**config.mk**
```make
export PLATFORM = sky130hd
export DESIGN_NAME = param_scan_mux
export DESIGN_NICKNAME = d
export VERILOG_FILES = /design/src/rtl/param_scan_mux_pkg.sv /design/src/rtl/param_scan_mux_onehot_decoder.sv /design/src/rtl/param_scan_mux.sv
export SDC_FILE = /design/constraint.sdc
export NUM_CORES = 1
export LEC_CHECK = 0
export BUFFER_PORTS_ARGS = -buffer_cell sky130_fd_sc_hd__buf_2
export CELL_PAD_IN_SITES_DETAIL_PLACEMENT = 1
export CELL_PAD_IN_SITES_GLOBAL_PLACEMENT = 1
export CORE_ASPECT_RATIO = 0.5
export CORE_UTILIZATION = 29
export CTS_CLUSTER_DIAMETER = 50
export DETAILED_ROUTE_END_ITERATION = 12
export GPL_TIMING_DRIVEN = 0
export MAX_ROUTING_LAYER = met4
export PLACE_DENSITY = 0.76
export REMOVE_ABC_BUFFERS = 1
export SLEW_MARGIN = 20
export SYNTH_ARGS = -nofsm -noshare
export SYNTH_HDL_FRONTEND = slang
export SYNTH_HIERARCHICAL = 1
export SYNTH_SLANG_ARGS = --single-unit
```
**constraint.sdc**
```tcl
create_clock -name clk -period 1.45 [get_ports clk]
set_input_delay 0.29 -clock clk [delete_from_list [all_inputs] [get_ports clk]]
set_output_delay 0.29 -clock clk [all_outputs]
set_load 0.02 [all_outputs]
```
**src/rtl/param_scan_mux_pkg.sv**
```systemverilog
// param_scan_mux_pkg: mode encodings and the wrapping channel increment shared by the scan mux
package param_scan_mux_pkg;
  localparam logic MODE_MANUAL = 1'b0;
  localparam logic MODE_AUTO = 1'b1;
  function automatic int unsigned next_ch(input int unsigned cur, input int unsigned n);
    return (cur == n - 1) ? 0 : cur + 1;
  endfunction
endpackage

```
**src/rtl/param_scan_mux_onehot_decoder.sv**
```systemverilog
// onehot_decoder: N-bit one-hot of sel, all zeros when en is low or sel is out of range
module onehot_decoder #(
  parameter int N = 4,
  parameter int SEL_W = $clog2(N)
) (
  input  logic [SEL_W-1:0] sel,
  input  logic             en,
  output logic [N-1:0]     oh
);
  for (genvar i = 0; i < N; i++) begin : g_oh
    assign oh[i] = en && (32'(sel) == i);
  end
endmodule

```
**src/rtl/param_scan_mux.sv**
```systemverilog
// param_scan_mux: N-channel registered AND-OR mux with manual/auto-scan select, dwell counter and valid/ready output
module param_scan_mux
  import param_scan_mux_pkg::*;
#(
  parameter int WIDTH = 8,
  parameter int CHANNELS = 4,
  parameter int SEL_W = $clog2(CHANNELS),
  parameter int DWELL_W = 8
) (
  input  logic                      clk,
  input  logic                      rst_n,
  input  logic [CHANNELS*WIDTH-1:0] in_data,
  input  logic [CHANNELS-1:0]       in_valid,
  input  logic                      mode,
  input  logic [SEL_W-1:0]          sel_in,
  input  logic                      sel_load,
  input  logic [DWELL_W-1:0]        dwell,
  output logic [WIDTH-1:0]          out_data,
  output logic                      out_valid,
  input  logic                      out_ready,
  output logic [SEL_W-1:0]          out_ch,
  output logic [CHANNELS-1:0]       grant_oh,
  output logic                      sel_err
);
  logic [SEL_W-1:0] cur_q, cur_d, out_ch_q, out_ch_d;
  logic [DWELL_W-1:0] cnt_q, cnt_d;
  logic [CHANNELS-1:0] grant_q, grant_d;
  logic [WIDTH-1:0] mux_d, out_data_q, out_data_d;
  logic out_valid_q, out_valid_d, sel_err_q, sel_err_d;
  logic adv, legal, expire;
  always_comb begin
    mux_d = '0;
    for (int k = 0; k < CHANNELS; k++) mux_d = mux_d | (in_data[k*WIDTH +: WIDTH] & {WIDTH{grant_q[k]}});
  end
  always_comb begin
    adv = !out_valid_q || out_ready;
    legal = {1'b0, sel_in} < (SEL_W+1)'(CHANNELS);
    expire = mode == MODE_AUTO && adv && cnt_q == dwell;
    cur_d = sel_load ? (legal ? sel_in : cur_q) : expire ? SEL_W'(next_ch(32'(cur_q), CHANNELS)) : cur_q;
    cnt_d = sel_load ? (legal ? '0 : cnt_q) : mode == MODE_MANUAL ? '0 : !adv ? cnt_q : expire ? '0 : cnt_q + 1'b1;
    sel_err_d = sel_load && !legal;
    out_data_d = adv ? mux_d : out_data_q;
    out_valid_d = adv ? |(in_valid & grant_q) : out_valid_q;
    out_ch_d = adv ? cur_q : out_ch_q;
  end
  onehot_decoder #(.N(CHANNELS), .SEL_W(SEL_W)) u_dec (.sel(cur_d), .en(1'b1), .oh(grant_d));
  always_ff @(posedge clk or negedge rst_n) begin
    if (!rst_n) begin
      cur_q <= '0;
      cnt_q <= '0;
      grant_q <= CHANNELS'(1);
      out_data_q <= '0;
      out_valid_q <= 1'b0;
      out_ch_q <= '0;
      sel_err_q <= 1'b0;
    end else begin
      cur_q <= cur_d;
      cnt_q <= cnt_d;
      grant_q <= grant_d;
      out_data_q <= out_data_d;
      out_valid_q <= out_valid_d;
      out_ch_q <= out_ch_d;
      sel_err_q <= sel_err_d;
    end
  end
  assign out_data = out_data_q;
  assign out_valid = out_valid_q;
  assign out_ch = out_ch_q;
  assign grant_oh = grant_q;
  assign sel_err = sel_err_q;
endmodule

```
==> impl_results.md <==
- Status: complete, but fails checks
- Failing checks: hold timing, setup timing
- Post-placement cell area: around 1700 um2
- Area growth syn-to-layout: 58.2%
- Final setup margin: -0.175 ns
- Final Core Density: 0.483
- Crit path required time: ~1.6 ns
- Starting Density: 0.305
- Fill cell count: about 520
- CTS tree: built
- CP Class: flop to flop
- TritonCTS buffer count: 3
- DRC: 0
- Commonest cells in the netlist: dfrtp_1 (24), a22oi_1 (18), nor2_1 (18)
- Final #Nets: around 280
- Sequence of cells on the critical path: xnor2_2 > and4_4 > nand4_1 > a31oi_4 > and3b_1
- Sink Count: 25
- Antenna viol nets, final: 0
- Largest net degree at the start of global routing: 26
- Worst hold slack: -0.00906 ns
- Crit path max-delay family: simple AND/OR/NAND/NOR gates
- Setup crit start kind: flop
- Die width: about 100 um
- Largest area contributor in the netlist: dfrtp_1
- Global-route wire length before repair: approximately 6900 um
- CP peak stage delay: roughly 0.43 ns
- Seq cells post-synth: 25
- Pre-antenna DRT Iters: 4
- Hold Crit Class: input port to asynchronous set/reset pin
- Hold Buf Count CTS: 0
- Unique masters post-synth: 31
- Max_cap viols: 0
- # IOs: between 60 and 70
- Wirelength per Cell: roughly 16 um
- Area occupied by registers: 632 um2
- Largest cells by area after synthesis: dfrtp_1 (44%), a22oi_1 (10%), xnor2_1 (7.1%), nor2_1 (5.0%), a31oi_1 (4.6%)
- Core area: between 4000 and 5000 um2
- Post-synth EDFFs: 0
- Layout cell share with drive strength beyond 1: 0.527
- Count leader, synth: dfrtp_1
- Chip Height: just over 50 um
- Final wirelength: approximately 4400 um
- Crit path max fanout: 5
- Die area: between 4000 and 5000 um2
- Final Hold Fails: 23
- Slowest CP cell: dfrtp_1
- Vias: about 1.4k
- Clk slew on worst S/H paths: approximately 0.1 ns
- Endpoints failing setup: 12
- Synth top area share: 0.442
- GRT overflow: 0
- # rows: 17
- Deepest clock path buffer count: 2
- Mapped Cells: between 100 and 150
- Min Tclk post-route: 1.62 ns
- H-Tree Level Count: 1
- Total track usage: 0.188
- Fmax: approximately 0.62 GHz
- Yosys warns: 6
- Antenna cell count: 0
- Post-synthesis async set-or-reset flop share: 1.00
- Worst Path Arrival: about 1.8 ns
- Pleak: 0.968 nW
- CP Capture Type: flop
- Antenna violations before repair: 0
- Slew Limit Fails: 0
- Dpl hpwl: 2830 um
- Number of global-route vias before repair: around 1.4k
- Multi-input gate area: just over 900 um2
- Register area share after synthesis: 0.462
- Root Buffer Master: clkbuf_8
- Period utilization: 1.12
- Drt via density: between 5 and 6
- Worst Clk Skew: 0.00411 ns
- Worst-skew pair later-pin latency: 0.28 ns
- Cell area after synthesis: about 1400 um2
- Slew HR: 0.627
- GPL Wtd Cong: 0.822
- Top_reg_cell synth: dfrtp_1
- Setup TNS: -1.63 ns
- PwrDens: approximately 850 nW/um2
- Worst-Margin Slew: between 0.5 and 0.6 ns
- CP bufs+invs: 0
- Detailed Route Iter0 Violations: 30
- Peak supply drop: 332 uV
- Finished Cell Area: between 2000 and 2500 um2
- RSZ-0062 raised after global routing: true
- PortBufs: 65
- Syn Area/Cell: ~9.6 um2
==> path summary, 6_finish.rpt <==
| check | slack, ns | from | cells past startpoint | endpoint |
|---|---|---|---|---|
| max reg2reg | -0.17 | cnt_q[4] | 5 | grant_oh[2] |
| min in group clk | 0.25 | in_valid[2] | 3 | out_valid |
| max | -0.17 | cnt_q[4] | 5 | grant_oh[2] |
| min reg2reg | 0.49 | out_ch[0] | 2 | out_ch[0] |
| min | -0.009 | rst_n | 1 | cnt_q[7] |
| max in group asynchronous | 1.06 | rst_n | 1 | cnt_q[0] |
==> report_power, final <==
group	switching, mW	internal, mW	leakage (nW)
clock network	0.247	0.195	0.0217
registers	0.0694	0.770	0.313
logic	0.311	0.236	0.634
total	0.628	1.20	0.968
==> area by class of cell <==
class                      count  share of cell area
clock buffer                   3              0.0192
inverter                       2             0.00349
clock inverter                 1             0.00349
timing repair buffer          81               0.211
tap                           57              0.0332
sequential                    25               0.294
multi-input combinational    110               0.436
==> kinds of logic after synthesis <==
family,after synthesis,share of synthesized area
adder cells (fa/ha/maj),2,0.0184
other,2,0.00553
buffers and inverters,11,0.0341
multiplexers,1,0.00737
XOR/XNOR,13,0.0839
AND/OR/NAND/NOR,53,0.202
flip-flops,25,0.462
AO/OA/AOI/OAI,34,0.187
==> through the flow <==
step	power (mW)	cells	worst slack, ns
after global placement	1.26	257	-0.861
after CTS	1.80	270	-0.168
final	1.83	279	-0.175
after detailed placement	1.27	257	-0.873
after floorplan	1.07	135	-0.516
after global routing	1.92	279	-0.238
==> flip-flops by register name, summed over array words and instances (netlist names) <==
| register | flops |
|---|---|
| out_ch | 2 |
| out_valid | 1 |
| out_data | 8 |
| cur_q | 2 |
| cnt_q | 8 |
| grant_oh | 4 |
==> layout by cell type (no fill, tap or decap), types with 2 or more instances in the layout <==
cell type and n:
clkbuf_8 3, buf_6 2, nand4_1 4, nor3_1 3, o31ai_4 4, xor2_1 2, nand3_1 5, nor2_1 17
xnor2_4 2, dfrtp_1 20, nand3_4 2, a31oi_1 8, dfrtp_2 4, conb_1 5, buf_2 65, a31oi_4 2
nand2_1 9, xnor2_2 6, nand2b_2 2, and3b_1 2, ha_1 2, xnor2_1 3, inv_1 2, buf_4 14
a22oi_1 18
==> repair_timing <==
| item | in CTS | in global routing |
|---|---|---|
| gates cloned | 1 | 1 |
| resized for setup | 28 | 12 |
| endpoints found under the setup margin | 14 | 15 |
| buffers inserted | 8 | 8 |
| pin swaps | 13 | 11 |
==> routing by layer <==
| layer | global-route usage | part of all wire | vias to the layer above |
|---|---|---|---|
| met2 | 0.350 | 0.51 | 49 |
| met5 | - | 0 | - |
| met3 | 0.0362 | 0.046 | 4 |
| met4 | 0.0373 | 0.011 | 0 |
| li1 | - | - | 679 |
| met1 | 0.215 | 0.44 | 684 |
Power figures use the tool's default switching activity.
